## config.mk

```make
export PLATFORM = sky130hd
export DESIGN_NAME = store_commit_queue
export DESIGN_NICKNAME = d
export VERILOG_FILES = /design/src/rtl/nand_cpu_pkg.sv /design/src/rtl/store_drain_port.sv /design/src/rtl/store_commit_queue.sv
export SDC_FILE = /design/constraint.sdc
export NUM_CORES = 1
export LEC_CHECK = 0
export BUFFER_PORTS_ARGS = -buffer_cell sky130_fd_sc_hd__buf_2
export CAP_MARGIN = 20
export CORE_MARGIN = 2
export CORE_UTILIZATION = 40
export CTS_CLUSTER_SIZE = 20
export DETAILED_ROUTE_END_ITERATION = 16
export PLACE_DENSITY = 0.7
export SLEW_MARGIN = 20
export SYNTH_ARGS = -nofsm -noshare
export SYNTH_HDL_FRONTEND = slang
export SYNTH_SLANG_ARGS = --single-unit
export TNS_END_PERCENT = 50
```

## constraint.sdc

```tcl
create_clock -name clk -period 6.3 [get_ports clk]
set_input_delay 1.26 -clock clk [delete_from_list [all_inputs] [get_ports clk]]
set_output_delay 1.26 -clock clk [all_outputs]
set_load 0.01 [all_outputs]
```

## src/rtl/nand_cpu_pkg.sv

```systemverilog
// nand_cpu_pkg: widths and types shared by the store commit queue and its drain port.
`ifndef ROB_LENGTH
`define ROB_LENGTH 16
`endif
`ifndef NUM_D_REG
`define NUM_D_REG 16
`endif

package nand_cpu_pkg;
    localparam int ROB_W = $clog2(`ROB_LENGTH);
    localparam int REG_W = $clog2(`NUM_D_REG);
    localparam int SQ_DATA_W = 16;

    typedef struct packed {
        logic [ROB_W-1:0]     rob_addr;
        logic [SQ_DATA_W-1:0] addr;
        logic [SQ_DATA_W-1:0] data;
    } sq_entry_t;

    typedef enum logic {IDLE, REQ} drain_state_t;
endpackage

```

## src/rtl/store_drain_port.sv

```systemverilog
// store_drain_port: writes committed stores to memory one at a time over req/ack.
module store_drain_port
    import nand_cpu_pkg::*;
(
    input  logic                 clk,
    input  logic                 n_rst,
    input  sq_entry_t            head_entry,
    input  logic                 pending,
    input  logic                 mem_ack,
    output logic                 mem_req,
    output logic [SQ_DATA_W-1:0] mem_addr,
    output logic [SQ_DATA_W-1:0] mem_data,
    output logic                 advance
);
    drain_state_t state, state_nxt;
    logic load;

    always_ff @(posedge clk or negedge n_rst) begin
        if (!n_rst) begin
            state    <= IDLE;
            mem_addr <= '0;
            mem_data <= '0;
        end else begin
            state <= state_nxt;
            if (load) begin
                mem_addr <= head_entry.addr;
                mem_data <= head_entry.data;
            end
        end
    end

    always_comb begin
        state_nxt = state;
        load      = 1'b0;
        advance   = 1'b0;
        if (state == IDLE && pending) begin
            load      = 1'b1;
            state_nxt = REQ;
        end else if (state == REQ && mem_ack) begin
            advance   = 1'b1;
            state_nxt = IDLE;
        end
    end

    assign mem_req = (state == REQ);
endmodule

```

## src/rtl/store_commit_queue.sv

```systemverilog
// store_commit_queue: captures ready stores, holds them until ROB commit, then drains in order.
module store_commit_queue
    import nand_cpu_pkg::*;
#(
    parameter int DEPTH  = 4,
    parameter int DATA_W = SQ_DATA_W
) (
    input  logic              clk,
    input  logic              n_rst,
    input  logic              sb_valid,
    input  logic [ROB_W-1:0]  sb_rob_addr,
    input  logic [REG_W-1:0]  sb_ra_addr,
    input  logic [REG_W-1:0]  sb_rt_addr,
    output logic              sb_pop,
    output logic [REG_W-1:0]  rf_ra_addr,
    output logic [REG_W-1:0]  rf_rt_addr,
    input  logic [DATA_W-1:0] rf_ra_data,
    input  logic [DATA_W-1:0] rf_rt_data,
    output logic              done_valid,
    output logic [ROB_W-1:0]  done_rob_addr,
    input  logic              commit_valid,
    input  logic [ROB_W-1:0]  commit_rob_addr,
    input  logic              flush,
    output logic              mem_req,
    output logic [DATA_W-1:0] mem_addr,
    output logic [DATA_W-1:0] mem_data,
    input  logic              mem_ack,
    output logic              full,
    output logic              empty
);
    localparam int PW = $clog2(DEPTH) + 1;
    localparam logic [PW-1:0] FULL_CNT = PW'(DEPTH);

    sq_entry_t q [DEPTH];
    logic [PW-1:0] head, cmt, tail, cmt_nxt, count;
    logic commit_ok, advance;

    assign rf_ra_addr = sb_ra_addr;
    assign rf_rt_addr = sb_rt_addr;
    assign count      = tail - head;
    assign full       = (count == FULL_CNT);
    assign empty      = (count == '0);
    assign sb_pop     = sb_valid & ~full & ~flush;
    assign commit_ok  = commit_valid & (cmt != tail) & (q[cmt[PW-2:0]].rob_addr == commit_rob_addr);
    assign cmt_nxt    = cmt + PW'(commit_ok);

    always_ff @(posedge clk or negedge n_rst) begin
        if (!n_rst) begin
            head          <= '0;
            cmt           <= '0;
            tail          <= '0;
            done_valid    <= 1'b0;
            done_rob_addr <= '0;
        end else begin
            head       <= head + PW'(advance);
            cmt        <= cmt_nxt;
            tail       <= flush ? cmt_nxt : tail + PW'(sb_pop);
            done_valid <= sb_pop;
            if (sb_pop) done_rob_addr <= sb_rob_addr;
        end
    end

    // Entry storage carries no reset; only the pointers define validity.
    always_ff @(posedge clk) begin
        if (sb_pop) q[tail[PW-2:0]] <= '{rob_addr: sb_rob_addr, addr: rf_ra_data, data: rf_rt_data};
    end

    store_drain_port u_drain (
        .clk        (clk),
        .n_rst      (n_rst),
        .head_entry (q[head[PW-2:0]]),
        .pending    (head != cmt),
        .mem_ack    (mem_ack),
        .mem_req    (mem_req),
        .mem_addr   (mem_addr),
        .mem_data   (mem_data),
        .advance    (advance)
    );
endmodule

```

==> results of run 1 <==
==> stage by stage <==
stage	instance area, µm²	total power, µW	hold slack [ns]	cells	setup WS [ns]
floorplan	7250	2560	0.473	330	1.84
global placement	7890	2880	0.491	629	2.92
detailed placement	7890	2910	0.493	629	2.89
CTS	8500	4010	0.509	661	2.43
global route	8500	4150	0.520	661	2.29
finish	8510	3950	0.502	663	2.51
==> worst register-to-register path, stage by stage (launching register included) <==
cell,delay (ns)
dfrtp_2,0.92
inv_1,0.11
ha_1,0.23
nor2b_1,0.13
xnor2_1,0.19
o21ai_2,0.15
inv_2,0.20
and3_2,0.84
==> routing by layer <==
| metal | vias up | track usage (%) | routed length, µm |
|---|---|---|---|
| met5 | - | 0 | 20 |
| met4 | 4 | 4.31 | 103 |
| met3 | 11 | 5.32 | 731 |
| met2 | 83 | 22.4 | 6370 |
| met1 | 1735 | 18.2 | 5690 |
| li1 | 1492 | - | - |
==> flip-flops by register name, summed over array words and instances (netlist names) <==
register and flops:
cmt 3, done_rob_addr 4, done_valid 1, head 3
q 144, tail 3, u_drain.mem_addr 16, u_drain.mem_data 16
u_drain.mem_req 1
==> path summary, 6_finish.rpt <==
check / from / depth (start not counted) / end
min reg2reg: u_drain.mem_data[1] / 1 / u_drain.mem_data[1]
max reg2reg: head[1] / 7 / q[3][0]
max in group asynchronous: n_rst / 2 / head[1]
min in group asynchronous: n_rst / 2 / u_drain.mem_addr[8]
max: head[1] / 7 / sb_pop
min: u_drain.mem_data[1] / 1 / u_drain.mem_data[1]
==> power breakdown <==
group	total [µW]	switching (µW)	internal, µW
clock network	1100	485	611
registers	1780	166	1620
logic	1070	499	570
total	3950	1150	2800
==> area by class of cell <==
cell class,count,area [µm²],area share [%]
Antenna cell,2,5.00,0.0588
Clock buffer,18,439,5.16
Inverter,4,15.0,0.176
Multi-Input combinational cell,114,1620,19.1
Clock inverter,14,169,1.99
Sequential cell,191,5500,64.7
Tap cell,229,287,3.37
Timing Repair Buffer,91,468,5.50
==> Yosys cell counts <==
master / n / area [µm²]
nor2b_1: 2 / 12.5
and2_1: 1 / 6.26
xnor2_1: 6 / 52.6
nor2_1: 1 / 3.75
buf_1: 1 / 3.75
o21ai_2: 1 / 8.76
buf_2: 4 / 20.0
buf_4: 14 / 105
edfxtp_1: 144 / 4320
nor4_2: 1 / 12.5
ha_1: 8 / 100
mux4_2: 36 / 811
nand2_1: 2 / 7.51
mux2_4: 4 / 60.1
xor2_1: 9 / 78.8
inv_1: 3 / 11.3
dfrtp_1: 47 / 1180
and3_1: 3 / 18.8
inv_2: 1 / 3.75
mux2_2: 34 / 383
clkbuf_1: 2 / 7.51
a41oi_1: 1 / 8.76
o21ai_0: 1 / 5.00
nor3_1: 2 / 10.0
a31oi_2: 1 / 12.5
o311ai_0: 1 / 8.76
==> cells in the final DEF (no fill, tap or decap) <==
cell type and instances:
mux2_2 34, nor2b_1 2, buf_2 86, nor2_1 1
nor4_2 1, nand2_1 2, bufinv_16 2, o21ai_2 1
ha_1 8, and3_2 2, inv_2 1, clkinvlp_4 2
xnor2_1 6, xor2_1 9, and3_1 1, a41oi_1 1
diode_2 2, inv_8 4, edfxtp_1 144, dfrtp_1 45
o21ai_0 1, inv_6 4, a31oi_4 1, clkbuf_16 17
mux4_2 36, clkinv_2 1, clkinv_4 1, inv_1 3
clkbuf_8 1, buf_4 5, and2_1 1, mux2_4 4
nor3_2 2, dfrtp_2 2, o311ai_0 1
==> logic make-up after synthesis <==
kind of cell	count (synthesis)
multiplexers	74
AND/OR/NAND/NOR	12
XOR/XNOR	15
flip-flops	191
buffers and inverters	25
AO/OA/AOI/OAI	5
adder cells (fa/ha/maj)	8
==> results.py, run 1 <==
metrics = {
    "synth": {
        "synthesis.area_um2": 7250,
        "seq_area_frac_synth_pct": 75.8,
        "main_combinational_cell_family_by_area_after_synthesis": "multiplexers",
        "yosys.area_share.simple_pct": 0.983,
        "postSynthRegisterBits": 191,
        "postSynthNetCount": 392,
        "yosys-mux-area-fraction_pct": 17.3,
        "synth_compound_gate_area_share_pct": 0.604,
        "post_synth_inst_count": 330,
        "ys.warnings.count": 0,
        "synth-xor-area-share_pct": 1.81,
        "synth-adder-area-share_pct": 1.38,
        "netlist-cell-type-count": 26,
        "syn_area_per_cell_um2": 22.0,
    },
    "finish": {
        "final_layout_size_suffix_gt1_share_pct": 47.9,
        "layout.filler_cells": 1488,
        "nets_finish": 481,
        "final_core_util_pct": 47.5,
        "area_delta_synth_final_pct": 17.3,
    },
    "global_route": {
        "grt.overflow.total": 0,
        "grt_pass1_vias": 3561,
        "grt_max_degree": 48,
        "total_routing_usage_reported_by_global_routing_pct": 14.1,
        "first_pass_grt_wire_length_um": 20200,
        "antenna_found_initial": 3,
    },
    "floorplan": {
        "die_width_um": 139,
        "io-pin-count": 103,
        "fp.dieH_um": 139,
        "floorplan.rows": 49,
        "start_util_pct": 40.5,
        "die-area_um2": 19200,
        "coreArea_um2": 17900,
    },
    "job": {
        "max_cap_violations": 0,
    },
    "min_path": {
        "min-delay-path-class": "flip-flop to flip-flop",
    },
    "pwr": {
        "power_density_nw_per_um2": 464,
        "max-vdd-ir-drop_uv": 238,
        "power_leakage_uw": 0.00312,
    },
    "worst_setup_path": {
        "path_max_fanout": 35,
        "worst_path_max_delay_cell": "dfrtp_2",
        "path_class": "flip-flop to output port",
        "worst_path_dominant_cell_family": "flip-flops",
        "cp.required_ns": 5.04,
        "crit_path_max_incr_delay_ns": 0.92,
        "cp_cell_sequence": "inv_1 > ha_1 > nor2b_1 > xnor2_1 > o21ai_2 > inv_2 > buf_2",
        "crit_end_category": "output port",
        "critical_path_buf_inv_count": 3,
        "worstSetupStartpointType": "flip-flop",
        "rrSetupSlack_ns": 3.12,
        "timing.critical_path.arrival_ns": 2.53,
    },
    "sta": {
        "finalMaxSlewViolations": 0,
        "maximum_frequency_from_static_timing_analysis_mhz": 264,
        "final_hold_viol_count": 0,
        "final.setup.tns_ns": 0,
        "layout_min_cycle_time_ns": 3.79,
        "skew_ns": 0.0119,
        "slew_headroom_pct": 37.3,
        "grt_setup_unrepaired": "false",
        "finalCritPeriodShare_pct": 60.2,
        "final-setup-viol-count": 0,
        "worst-slew-pin-transition_ns": 0.941,
    },
    "clock_network": {
        "cts_setup_buffers": 0,
        "tritoncts": "built",
        "cts_root_buf": "clkbuf_16",
        "cts_hold_buf": 0,
        "tritoncts.num_buffers": 17,
        "clk_pin_slew_ns": 0.07,
        "cts_htree_levels": 4,
        "post_cts_resize_count": 0,
        "insertion_delay_ns": 0.43,
        "cts.sinks": 191,
        "maximum_clock_insertion_buffer_count": 2,
    },
    "routing": {
        "drc": 0,
        "routed-via-count": 3325,
        "finalWirelength_um": 12900,
        "drt_iter0_markers": 161,
        "via_per_inst": 5.02,
        "wl_per_cell_um": 19.5,
        "drtPass1Iterations": 4,
        "ant_nets": 0,
    },
    "place": {
        "port_buffers": 86,
        "hpwl_um": 8020,
        "gp_congestion": 0.704,
    },
    "status": {
        "result_of_the_run": "completed",
    },
}
No activity file was read; power rests on OpenSTA's default activity.
==> run 2, diff against run 1 <==
clock period = 3.8 ns   (was 6.3 ns; I/O delays follow)
==> results.py, run 2 (synthesis results as in run 1) <==
metrics = {
    "status": {
        "result_of_the_run": "completed",
    },
    "finish": {
        "nets_finish": 485,
        "design_area_um2": 8550,
        "final_layout_size_suffix_gt1_share_pct": 47.2,
        "area_delta_synth_final_pct": 17.9,
        "final_common_cell": "edfxtp_1",
        "antennaDiodeCount": 0,
        "layout.filler_cells": 1467,
        "largest_register_ffs": 144,
        "final_cell_mix": "144 x edfxtp_1, 86 x buf_2, 45 x dfrtp_1, 36 x mux4_2, 34 x mux2_2",
    },
    "pwr": {
        "sequentialPowerShare_pct": 44.0,
        "switching_power_uw": 1820,
        "power_density_nw_per_um2": 774,
        "share_clk_of_total_power_pct": 28.2,
        "max-vdd-ir-drop_uv": 403,
        "power_leakage_uw": 0.00315,
        "cell_internal_power_dissipation_uw": 4790,
        "switching_share_pct": 27.5,
        "power_frac_comb_pct": 27.9,
    },
    "routing": {
        "routed-via-count": 3339,
        "via_per_inst": 5.02,
        "routed-wl-met2_um": 6130,
        "drtPass1Iterations": 4,
        "ant_nets": 0,
        "wl_per_cell_um": 19.4,
        "topRoutingLayerUsed": "met5",
        "m1WireLength_um": 6000,
        "finalWirelength_um": 12900,
        "met3RoutedLength_um": 577,
        "drt_iter0_markers": 207,
        "drc": 0,
    },
    "floorplan": {
        "floorplan.rows": 49,
        "die_width_um": 139,
        "io-pin-count": 103,
        "die-area_um2": 19200,
        "coreArea_um2": 17900,
        "start_util_pct": 40.5,
        "fp.dieH_um": 139,
    },
    "global_route": {
        "total_routing_usage_reported_by_global_routing_pct": 14.2,
        "grt_max_degree": 37,
        "first_pass_grt_wire_length_um": 20700,
        "grt_pass1_vias": 3670,
        "antenna_found_initial": 2,
        "grt.overflow.total": 0,
    },
    "sta": {
        "layout_min_cycle_time_ns": 2.82,
        "grt_setup_unrepaired": "false",
        "final_hold_viol_count": 0,
        "worst-slew-pin-transition_ns": 0.687,
        "skew_ns": 0.00644,
        "worst_setup_slack_after_layout_ns": 0.975,
        "final-setup-viol-count": 0,
        "finalMaxSlewViolations": 0,
        "slew_headroom_pct": 54.2,
        "finalCritPeriodShare_pct": 74.3,
        "maximum_frequency_from_static_timing_analysis_mhz": 354,
    },
    "worst_setup_path": {
        "regToRegStartpoint": "tail[0]",
        "critical_path.reg2reg.endpoint": "q[3][28]",
        "setup.worst_path.end": "sb_pop",
        "timing.critical_path.arrival_ns": 2.06,
        "cp.required_ns": 3.04,
        "worstSetupStartpoint": "tail[0]",
        "worstSetupStartpointType": "flip-flop",
        "crit_end_category": "output port",
        "path_class": "flip-flop to output port",
        "path_max_fanout": 9,
        "count_of_cells_along_the_worst_register_to_register_path": 8,
        "rrSetupSlack_ns": 1.01,
    },
    "clock_network": {
        "cts_hold_buf": 0,
        "cts_htree_levels": 4,
        "tritoncts.num_buffers": 17,
        "maximum_clock_insertion_buffer_count": 2,
        "tritoncts": "built",
        "cts_setup_buffers": 0,
        "cts.sinks": 191,
        "clk_pin_slew_ns": 0.06,
        "cts_root_buf": "clkbuf_16",
        "insertion_delay_ns": 0.42,
        "post_cts_resize_count": 0,
    },
    "place": {
        "port_buffers": 86,
        "gp_congestion": 0.741,
        "pre_cts_ws_ns": 0.975,
        "dpl-instance-area_um2": 7920,
        "hpwl_um": 8160,
    },
    "job": {
        "max_cap_violations": 0,
    },
    "min_path": {
        "min-delay-path-class": "input port to asynchronous set/reset pin",
    },
}
[run 2: layer usage]
layer / up-vias / track usage [%]
li1: 1491 / -
met3: 20 / 4.63
met4: 4 / 4.52
met1: 1743 / 19.5
met2: 81 / 21.9
met5: - / 0
[run 2: power groups by stage]
stage          Clock (µW)  Combinational, µW  Sequential (µW)
2_1_floorplan           0               1270             2980
3_3_place_gp            0               1860             2940
3_5_place_dp            0               1890             2950
4_1_cts              1910               1890             2910
5_1_grt              1990               2020             2960
6_report             1860               1840             2910
[run 2: per-stage QoR]
| stage | total power (µW) | util, % | hold slack [ns] | TNS, ns | cells |
|---|---|---|---|---|---|
| floorplan | 4250 | - | 0.464 | -47.86 | 330 |
| detailed placement | 4840 | 44.3 | 0.492 | 0 | 633 |
| finish | 6610 | 47.8 | 0.373 | 0 | 665 |
| global route | 6960 | 47.8 | 0.410 | 0 | 665 |
| global placement | 4790 | 44.3 | 0.485 | 0 | 633 |
| CTS | 6720 | 47.8 | 0.377 | 0 | 665 |
[run 2: how the worst min path moves through the flow]
stage / start / to / slack (ns)
after floorplan: n_rst / cmt[0] / 0.46
after global placement: u_drain.mem_data[7] / u_drain.mem_data[7] / 0.48
after detailed placement: u_drain.mem_addr[8] / u_drain.mem_addr[8] / 0.49
after CTS: n_rst / u_drain.mem_data[5] / 0.38
after global routing: n_rst / u_drain.mem_data[5] / 0.41
final: n_rst / u_drain.mem_data[5] / 0.37
[run 2: cell type report]
cell class	count	area [µm²]	share of cell area [%]
inverter	4	15.0	0.176
multi-input combinational	114	1620	19.0
timing repair buffer	95	498	5.82
clock buffer	19	433	5.06
sequential	191	5500	64.4
clock inverter	13	194	2.27
tap	229	287	3.35
[run 2: critical path, cell delays in order (launching register included)]
cell and delay (ns):
dfrtp_1 0.43, inv_1 0.11, ha_1 0.18, nor2b_1 0.13, xnor2_1 0.26, o21ai_2 0.15
inv_2 0.21, buf_2 0.18
==> run 3, diff against run 2 <==
PLACE_DENSITY = 0.72   (was 0.7)
clock period = 2.4 ns   (was 3.8 ns; I/O delays follow)
==> results.py, run 3 (synthesis results as in run 1) <==
metrics = {
    "worst_setup_path": {
        "critical_path.reg2reg.endpoint": "tail[1]",
        "worst_path_max_delay_cell": "dfrtp_1",
        "path_class": "flip-flop to output port",
        "worst_path_dominant_cell_family": "flip-flops",
        "crit_end_category": "output port",
        "timing.critical_path.arrival_ns": 1.79,
        "crit_path_max_incr_delay_ns": 0.36,
        "critical_path_buf_inv_count": 3,
        "total_number_of_cells_along_the_worst_setup_path": 7,
        "worstSetupStartpointType": "flip-flop",
        "rrSetupSlack_ns": 0.14,
        "cp_cell_sequence": "inv_2 > ha_1 > nor2b_2 > xnor2_2 > o21ai_2 > inv_4 > buf_2",
        "regToRegStartpoint": "cmt[0]",
        "count_of_cells_along_the_worst_register_to_register_path": 7,
        "worstSetupStartpoint": "tail[0]",
        "cp.required_ns": 1.92,
        "setup.worst_path.end": "sb_pop",
        "path_max_fanout": 9,
    },
    "clock_network": {
        "clk_pin_slew_ns": 0.07,
        "cts_root_buf": "clkbuf_16",
        "cts_hold_buf": 0,
        "tritoncts.num_buffers": 17,
        "cts_htree_levels": 4,
        "maximum_clock_insertion_buffer_count": 2,
        "cts.sinks": 191,
        "tritoncts": "built",
        "insertion_delay_ns": 0.42,
    },
    "routing": {
        "via_per_inst": 4.96,
        "drc": 0,
        "routed-via-count": 3356,
        "finalWirelength_um": 13200,
        "wl_per_cell_um": 19.5,
        "drtPass1Iterations": 6,
        "ant_nets": 0,
        "drt_iter0_markers": 210,
    },
    "finish": {
        "ff_latch_area_um2": 5500,
        "area_delta_synth_final_pct": 20.7,
        "nets_finish": 496,
        "antennaDiodeCount": 0,
        "final_cell_mix": "144 x edfxtp_1, 86 x buf_2, 44 x dfrtp_1, 36 x mux4_2, 34 x mux2_2",
        "final_common_cell": "edfxtp_1",
        "largest_register_ffs": 144,
        "layout.filler_cells": 1493,
        "multi_input_area_um2": 1650,
        "final_layout_size_suffix_gt1_share_pct": 50.8,
    },
    "floorplan": {
        "fp.dieH_um": 139,
        "die_width_um": 139,
        "io-pin-count": 103,
        "start_util_pct": 40.5,
        "die-area_um2": 19200,
        "floorplan.rows": 49,
        "coreArea_um2": 17900,
    },
    "global_route": {
        "grt.overflow.total": 0,
        "total_routing_usage_reported_by_global_routing_pct": 14.3,
        "antenna_found_initial": 0,
        "grt_max_degree": 37,
        "grt_pass1_vias": 3669,
        "first_pass_grt_wire_length_um": 20500,
    },
    "min_path": {
        "min-delay-path-class": "input port to asynchronous set/reset pin",
    },
    "sta": {
        "final-setup-viol-count": 0,
        "final_hold_viol_count": 0,
        "slew_headroom_pct": 52.9,
        "maximum_frequency_from_static_timing_analysis_mhz": 440,
        "finalMaxSlewViolations": 0,
        "grt_setup_unrepaired": "false",
        "layout_min_cycle_time_ns": 2.27,
        "worst_setup_slack_after_layout_ns": 0.128,
        "skew_ns": 0.00886,
        "worst-slew-pin-transition_ns": 0.707,
        "finalCritPeriodShare_pct": 94.7,
    },
    "pwr": {
        "final_total_power_uw": 10800,
        "power_density_nw_per_um2": 1230,
        "max-vdd-ir-drop_uv": 706,
        "power_leakage_uw": 0.00323,
    },
    "place": {
        "pre_cts_ws_ns": 0.0517,
        "port_buffers": 86,
        "gp_congestion": 0.721,
        "hpwl_um": 8000,
    },
    "status": {
        "result_of_the_run": "completed",
    },
    "job": {
        "max_cap_violations": 0,
    },
}
## run 3: cell types whose count changed in the layout (fill, tap and decap cells not counted), moves of 2 or more
cell,change
buf_12,+6
buf_4,+5
clkbuf_1,-2
clkinv_1,-2
inv_1,-2
nor3_2,-2
nor3_4,+2
## run 3: repair_timing
item | CTS | global route
pin swaps | 2 | 1
gates resized for setup | 3 | 2
hold endpoints to repair | 0 | 0
endpoints found under the setup margin | 1 | 3
buffers inserted | 3 | 2
## run 3: layout make-up
type                            instances  share of cell area, %
Sequential cell                       191                   62.9
Multi-Input combinational cell        114                   18.8
Timing Repair Buffer                  106                   7.49
Clock buffer                           17                   4.86
Tap cell                              229                   3.27
Clock inverter                         15                   2.47
Inverter                                4                  0.200
## run 3: layer usage
metal	track usage [%]	vias to the layer above	part of all wire, %
met5	0	-	0
met4	4.25	0	1.1
met3	4.87	14	4.9
met2	23.8	64	51
met1	18.0	1761	43
li1	-	1517	-
## run 3: how the worst min path moves through the flow
| stage | startpoint | end | slack, ns |
|---|---|---|---|
| floorplan | n_rst | cmt[0] | 0.18 |
| global placement | u_drain.mem_data[8] | u_drain.mem_data[8] | 0.49 |
| detailed placement | u_drain.mem_addr[5] | u_drain.mem_addr[5] | 0.49 |
| CTS | n_rst | head[2] | 0.07 |
| global route | n_rst | head[2] | 0.09 |
| finish | n_rst | head[2] | 0.07 |
## run 3: worst reg2reg max path: cells and delay by family, from the launching register on
| kind | cells | cell delay [ns] |
|---|---|---|
| xor gates and xnor gates | 1 | 0.16 |
| adders and majority gates | 2 | 0.43 |
| buffers and inverters | 1 | 0.14 |
| DFF | 1 | 0.41 |
| muxes | 2 | 0.75 |
| and+or+nand+nor | 1 | 0.26 |
## run 3: power breakdown
group          leakage, µW  internal (µW)  total, µW  switching [µW]
clock             0.000314           1850       3040            1190
sequential         0.00186           4250       4540             291
combinational      0.00106           1690       3230            1540
## run 3: through the flow
stage	cells	util, %	TNS [ns]	cell area, µm²	hold WS, ns
2_1_floorplan	330	-	-13.27	7290	0.184
4_1_cts	675	48.8	0	8740	0.0733
3_5_place_dp	640	45.1	0	8070	0.491
3_3_place_gp	640	45.1	0	8070	0.489
5_1_grt	676	48.9	0	8750	0.0902
6_report	676	48.9	0	8750	0.0685
